## config.mk

```make
export PLATFORM = sky130hd
export DESIGN_NAME = cond_branch_unit_flat
export DESIGN_NICKNAME = d
export VERILOG_FILES = /design/src/rtl/cond_branch_unit_if.sv /design/src/rtl/cond_branch_unit.sv /design/src/flat_wrapper.sv
export SDC_FILE = /design/constraint.sdc
export NUM_CORES = 1
export LEC_CHECK = 0
export ABC_AREA = 1
export ABC_CLOCK_PERIOD_IN_PS = 2400
export CORE_MARGIN = 10
export CORE_UTILIZATION = 40
export DETAILED_ROUTE_END_ITERATION = 10
export PLACE_DENSITY = 0.67
export SLEW_MARGIN = 20
export SYNTH_ARGS = -nofsm -noshare
export SYNTH_HDL_FRONTEND = slang
export SYNTH_SLANG_ARGS = --single-unit
```

## constraint.sdc

```tcl
create_clock -name clk -period 2.4 [get_ports clk]
set_clock_uncertainty 0.05 [all_clocks]
set_input_delay 0.48 -clock clk [delete_from_list [all_inputs] [get_ports clk]]
set_output_delay 0.48 -clock clk [all_outputs]
set_load 0.02 [all_outputs]
```

## src/rtl/cond_branch_unit_if.sv

```systemverilog
// cond_branch_unit_if: branch request/response bundle between the sequencer and the condition unit
interface cond_branch_unit_if #(parameter int ADDR_W = 16);
  logic              branch_req;
  logic [3:0]        cond;
  logic [ADDR_W-1:0] target;
  logic              busy;
  logic              branch_ack;
  logic              branch_taken;
  logic              pc_load;
  logic [ADDR_W-1:0] pc_target;
  modport master (output branch_req, cond, target,
                  input  busy, branch_ack, branch_taken, pc_load, pc_target);
  modport slave  (input  branch_req, cond, target,
                  output busy, branch_ack, branch_taken, pc_load, pc_target);
endinterface

```

## src/rtl/cond_branch_unit.sv

```systemverilog
// cond_branch_unit: ALU condition register and conditional-GOTO evaluator with relay settle delay
module cond_branch_unit #(
  parameter int SETTLE_CYCLES = 3,
  parameter int ADDR_W        = 16
) (
  input  logic clk,
  input  logic reset_n,
  input  logic flags_load,
  input  logic zero_in,
  input  logic carry_in,
  input  logic sign_in,
  output logic flag_z,
  output logic flag_c,
  output logic flag_s,
  cond_branch_unit_if.slave br
);
  typedef enum logic [1:0] {IDLE, SETTLE, RESP} state_t;
  state_t            state;
  logic [3:0]        cnt;
  logic [3:0]        cond_q;
  logic [ADDR_W-1:0] tgt_q;
  logic              ez, ec, es;
  logic              taken;
  // mask bits {S,C,Z,NZ}; an empty mask is an unconditional jump
  assign taken   = (cond_q == 4'd0) | (cond_q[3] & es) | (cond_q[2] & ec) |
                   (cond_q[1] & ez) | (cond_q[0] & ~ez);
  assign br.busy = state != IDLE;
  always_ff @(posedge clk) begin
    if (!reset_n) begin
      state           <= IDLE;
      cnt             <= 4'd0;
      cond_q          <= 4'd0;
      tgt_q           <= '0;
      {ez, ec, es}    <= 3'b000;
      {flag_z, flag_c, flag_s} <= 3'b000;
      br.branch_ack   <= 1'b0;
      br.branch_taken <= 1'b0;
      br.pc_load      <= 1'b0;
      br.pc_target    <= '0;
    end else begin
      if (flags_load) {flag_z, flag_c, flag_s} <= {zero_in, carry_in, sign_in};
      br.branch_ack   <= 1'b0;
      br.branch_taken <= 1'b0;
      br.pc_load      <= 1'b0;
      case (state)
        IDLE: if (br.branch_req) begin
          // a flag load on the acceptance edge is already visible to this branch
          {ez, ec, es} <= flags_load ? {zero_in, carry_in, sign_in} : {flag_z, flag_c, flag_s};
          cond_q       <= br.cond;
          tgt_q        <= br.target;
          cnt          <= 4'(SETTLE_CYCLES);
          state        <= (SETTLE_CYCLES > 0) ? SETTLE : RESP;
        end
        SETTLE: begin
          cnt <= cnt - 4'd1;
          if (cnt == 4'd1) state <= RESP;
        end
        RESP: begin
          br.branch_ack   <= 1'b1;
          br.branch_taken <= taken;
          br.pc_load      <= taken;
          if (taken) br.pc_target <= tgt_q;
          state <= IDLE;
        end
        default: state <= IDLE;
      endcase
    end
  end
endmodule

```

## src/flat_wrapper.sv

```systemverilog
// flat-port wrapper written by rule: the top's interface ports become plain ports
module cond_branch_unit_flat 
#(
  parameter int SETTLE_CYCLES = 3,
  parameter int ADDR_W        = 16
)
  (clk, reset_n, flags_load, zero_in, carry_in, sign_in, flag_z, flag_c, flag_s, br_branch_req, br_cond, br_target, br_busy, br_branch_ack, br_branch_taken, br_pc_load, br_pc_target);
  cond_branch_unit_if #(.ADDR_W(ADDR_W)) br_i ();
  input  logic clk;
  input  logic reset_n;
  input  logic flags_load;
  input  logic zero_in;
  input  logic carry_in;
  input  logic sign_in;
  output logic flag_z;
  output logic flag_c;
  output logic flag_s;
  input wire logic [$bits(br_i.branch_req)-1:0] br_branch_req;
  input wire logic [$bits(br_i.cond)-1:0] br_cond;
  input wire logic [$bits(br_i.target)-1:0] br_target;
  output wire logic [$bits(br_i.busy)-1:0] br_busy;
  output wire logic [$bits(br_i.branch_ack)-1:0] br_branch_ack;
  output wire logic [$bits(br_i.branch_taken)-1:0] br_branch_taken;
  output wire logic [$bits(br_i.pc_load)-1:0] br_pc_load;
  output wire logic [$bits(br_i.pc_target)-1:0] br_pc_target;
  assign br_i.branch_req = br_branch_req;
  assign br_i.cond = br_cond;
  assign br_i.target = br_target;
  assign br_busy = br_i.busy;
  assign br_branch_ack = br_i.branch_ack;
  assign br_branch_taken = br_i.branch_taken;
  assign br_pc_load = br_i.pc_load;
  assign br_pc_target = br_i.pc_target;
  cond_branch_unit #(.SETTLE_CYCLES(SETTLE_CYCLES), .ADDR_W(ADDR_W)) u_core (.clk(clk), .reset_n(reset_n), .flags_load(flags_load), .zero_in(zero_in), .carry_in(carry_in), .sign_in(sign_in), .flag_z(flag_z), .flag_c(flag_c), .flag_s(flag_s), .br(br_i));
endmodule
```

# Word-level counts from Yosys, hierarchy flattened
# Cells that the tools add are included.
[op_classes]
n_addsub = 1
n_eq_ne = 5
mux = 7
bitwise_logic = 9
reduce_logical = 9
[ops]
columns = ["cell", "count"]
rows = [
  ["AND reduction 2 bit", 5],
  ["case mux 4 bit (2 select lines)", 1],
  ["bitwise AND 1 bit", 4],
  ["equality test 4 x 1 -> 1 bit (second input constant)", 1],
  ["zero test 4 bit", 1],
  ["two-way mux 2 bit", 2],
  ["two-way mux 4 bit", 1],
  ["OR 1 bit", 4],
  ["case mux 2 bit (2 select lines)", 1],
  ["nonzero test 2 bit", 2],
  ["subtractor 4 x 1 -> 4 bit (second input constant)", 1],
  ["two-way mux 3 bit", 1],
  ["equality test 2 x 1 -> 1 bit (second input constant)", 1],
  ["equality test 2 bit (second input constant)", 1],
  ["zero test 2 bit", 1],
  ["inequality test 2 x 1 -> 1 bit (second input constant)", 1],
  ["inequality test 2 bit (second input constant)", 1],
  ["two-way mux 1 bit", 1],
  ["inverter 1 bit", 1],
]
[word_totals]
register_bits = 50
input_bits = 27
out_inout_bits = 23
word_cells = 44

# Longest topological paths before layout
[logic_depth]
ltp_word = 6
mapped_depth = 8
ltp_nobuf = 7

# Worst setup path before layout
# OpenSTA, ideal clock, no wires.
[synth_path]
path_type = "input-to-reg"
start = "input port reset_n"
end = "register u_core.br.pc_target[10]"
setup_time_ns = 0.064
arrival_ns = 1.028
t_required_ns = 2.286
path_slack_ns = 1.258
cell_stages = 4
path_buffers = 2
path_cell_list = "buf_2 > buf_1 > nand2_1 > nor2_1"
[synth_lines]
columns = ["element", "line", "text"]
rows = [
  ["from (decl)", "flat_wrapper.sv:10", "input logic reset_n;"],
  ["to (signal assigned)", "cond_branch_unit.sv:62", "if (taken) br.pc_target <= tgt_q;"],
  ["to (decl)", "cond_branch_unit_if.sv:14", "output busy, branch_ack, branch_taken, pc_load, pc_target);"],
]

# Worst setup path in the final report
[layout_path]
start = "register u_core.state[0]"
end = "output port br_busy"
[layout_via]
elab_chain_len = 1
[layout_lines]
columns = ["element", "line", "text"]
rows = [
  ["from (decl)", "cond_branch_unit.sv:18", "state_t state;"],
  ["from (signal assigned)", "cond_branch_unit.sv:52", "state <= (SETTLE_CYCLES > 0) ? SETTLE : RESP;"],
  ["nonzero test 2 bit", "cond_branch_unit.sv:27", "assign br.busy = state != IDLE;"],
  ["to (decl)", "flat_wrapper.sv:21", "output wire logic [$bits(br_i.busy)-1:0] br_busy;"],
]
# Every way passes these cells.

==> summary.txt <==
Status
  – Status: finished, final reports clean

Routing
  – Pre-Repair DR Iteration Count: 4
  – Vias: 1,695
  – # DRC: 0
  – DRT iter0 DRCs: 80
  – Final ANT Viol Nets: 0
  – Routed wirelength normalized by instance count: 11.8 um
  – Vias per inst: 4.56
  – Final wirelength: 4.39 mm

Timing
  – FMAX: 517 MHz
  – Final period utilization: 0.806
  – Least-Margin Pin Slew: 0.361 ns
  – Final setup fails: 0
  – Aggregate negative setup slack: 0 ns
  – Fin. Hold Viols: 0
  – Final min period: 1.93 ns
  – Slew margin rel.: 0.759
  – RSZ-0062 raised after global routing: no
  – Fin. max-slew vios: 0
  – Hold Slack: 0.407 ns

Yosys
  – Synth async-reset ratio: 0
  – Seq/Total Area, Yosys: 0.512
  – Yosys warns: 0
  – Syn Area/Cell: 7.54 um^2
  – Most used DFF post-synth: dfxtp_1
  – Synth area leaders: dfxtp_1 (51%), a21oi_1 (10%), nand2_1 (6.7%)
  – Post-synth cell types: 21
  – Top cell type by total area after synthesis: dfxtp_1
  – Post-synth EDFFs: 0
  – Commonest cells in the netlist: dfxtp_1 (50), a21oi_1 (39), nand2_1 (35)
  – Synthesized flop and latch total: 50
  – Synthesized area: 1950 um^2
  – Syn Nets: 288
  – Mapped Cells: 259
  – Synth top area share: 0.512
  – Count leader, synth: dfxtp_1

Clock tree
  – Post-CTS setup repair buffer count: 0
  – Clock slew at reported path FFs: 0.09 ns
  – CTS tree: yes
  – CTS root buf: clkbuf_8
  – Worst-Skew Late Latency: 0.30 ns
  – Post-CTS Hold Fix Bufs: 0
  – Clk sinks: 50
  – H-Tree Depth: 2
  – CTS buffer count: 5
  – Resized cells post-CTS: 0
  – Clock buffer depth: 2

Placement
  – RePlAce Congestion: 0.811
  – DP Wirelength: 3.12 mm
  – Buffers on Ports: 49
  – Placed cell count: 364

Pwr
  – Worst vdd ir: 0.303 mV
  – Pleak: 1.05 nW
  – Pwr Density: 663 nW/um^2
  – Pwr Total: 1.72 mW

Global route
  – Antenna violations before repair: 0
  – Pin count of the biggest net entering global routing: 34
  – Gr usage total: 0.106
  – First-pass GRT wire length: 7.47 mm
  – Number of global-route vias before repair: 1,703
  – Overflow after GRT: 0

Floorplan
  – Core area: 4720 um^2
  – Number of placed I/O pins: 50
  – Initial Utilization: 0.414
  – Die area: 8080 um^2
  – Die height: 89.9 um
  – Die Width: 89.9 um
  – # rows: 25

Critical path
  – Crit path cell chain: inv_2 > nand2_1 > clkdlybuf4s50_1
  – Worst EP arrival: 1.40 ns
  – Crit end category: output pin
  – Critical path type: flip-flop to output pin
  – Startpoint Class: flip-flop
  – Critical path's slowest cell: clkdlybuf4s50_1
  – CP required: 1.87 ns
  – CP peak stage delay: 0.60 ns
  – Crit path max fanout: 3

Final layout
  – Share of cells above drive strength 1: 0.0623
  – Area Overhead vs Synth: 33.2%
  – Ant diodes: 0
  – Total Nets Final: 333
  – Filler-free cell count of the finished design: 372

Run
  – Max Cap Viol: 0

Min path
  – Hold WC Path Type: flip-flop to flip-flop
==> power breakdown <==
part,switching (mW),internal [mW]
Sequential,0.0222,0.884
Combinational,0.174,0.126
Clock,0.280,0.238
Total,0.476,1.25
==> stage by stage <==
stage | setup WS [ns] | util | instance area, um^2
after floorplan | 1.26 | - | 1950
after global placement | 0.532 | 0.530 | 2500
after detailed placement | 0.488 | 0.530 | 2500
after CTS | 0.449 | 0.551 | 2600
after global routing | 0.418 | 0.551 | 2600
final | 0.466 | 0.551 | 2600
==> area by class of cell <==
| type | instances | area (um^2) |
|---|---|---|
| fill | 477 | 2120 |
| clock inverter | 2 | 17.5 |
| multi-input combinational | 160 | 752 |
| sequential | 50 | 1000 |
| inverter | 33 | 124 |
| tap | 67 | 83.8 |
| timing repair buffer | 54 | 541 |
| clock buffer | 6 | 82.6 |
==> kinds of logic after synthesis <==
| group | count (synthesis) | share of synthesized area |
|---|---|---|
| xor gates and xnor gates | 1 | 0.00449 |
| adders and majority gates | 2 | 0.0128 |
| and+or+nand+nor | 92 | 0.197 |
| AOI/OAI and AO/OA | 65 | 0.170 |
| DFF | 50 | 0.512 |
| buffers and inverters | 49 | 0.102 |
==> flip-flops by register name (all words and copies together), names as in the netlist <==
name and cells:
u_core.ez 1, u_core.cond_q 4, u_core.ec 1, u_core.br.branch_taken 1
u_core.br.branch_ack 1, u_core.flag_s 1, u_core.flag_z 1, u_core.es 1
u_core.tgt_q 16, u_core.br.pc_target 16, u_core.flag_c 1, u_core.cnt 4
u_core.state 2
==> cells in the final DEF, fill, tap and decap left out, types with 2 or more instances in the layout <==
master            n
nor3_1            3
nor2_1           32
o21ai_0          22
inv_2             3
nand3_1          18
dfxtp_1          50
inv_1            30
buf_4             4
a21oi_1          39
ha_1              2
clkinv_4          2
o21a_1            2
clkdlybuf4s50_1  49
nor2_2            2
nand2_1          35
clkbuf_8          6
==> layer usage <==
layer / vias to the layer above / track usage / share of wire
met5: - / 0 / 0
met4: 0 / 0.0398 / 0.0096
met2: 30 / 0.188 / 0.48
met1: 749 / 0.120 / 0.47
met3: 4 / 0.0258 / 0.041
li1: 912 / - / -
==> path summary, 6_finish.rpt <==
check | start | endpoint | slack (ns) | cells past startpoint
setup / recovery | u_core.state[0] | br_busy | 0.47 | 3
hold / removal | u_core.tgt_q[4] | u_core.tgt_q[4] | 0.41 | 2
setup reg to reg | u_core.state[0] | u_core.cond_q[1] | 1.07 | 5
hold reg to reg | u_core.tgt_q[4] | u_core.tgt_q[4] | 0.41 | 2
==> worst max-delay path: cells and delay by family, from the launching register on <==
family | cells | cell delay, ns
AND/OR/NAND/NOR | 1 | 0.06
buffers and inverters | 2 | 0.67
flip-flops | 1 | 0.38
No activity file was read; power rests on OpenSTA's default activity.
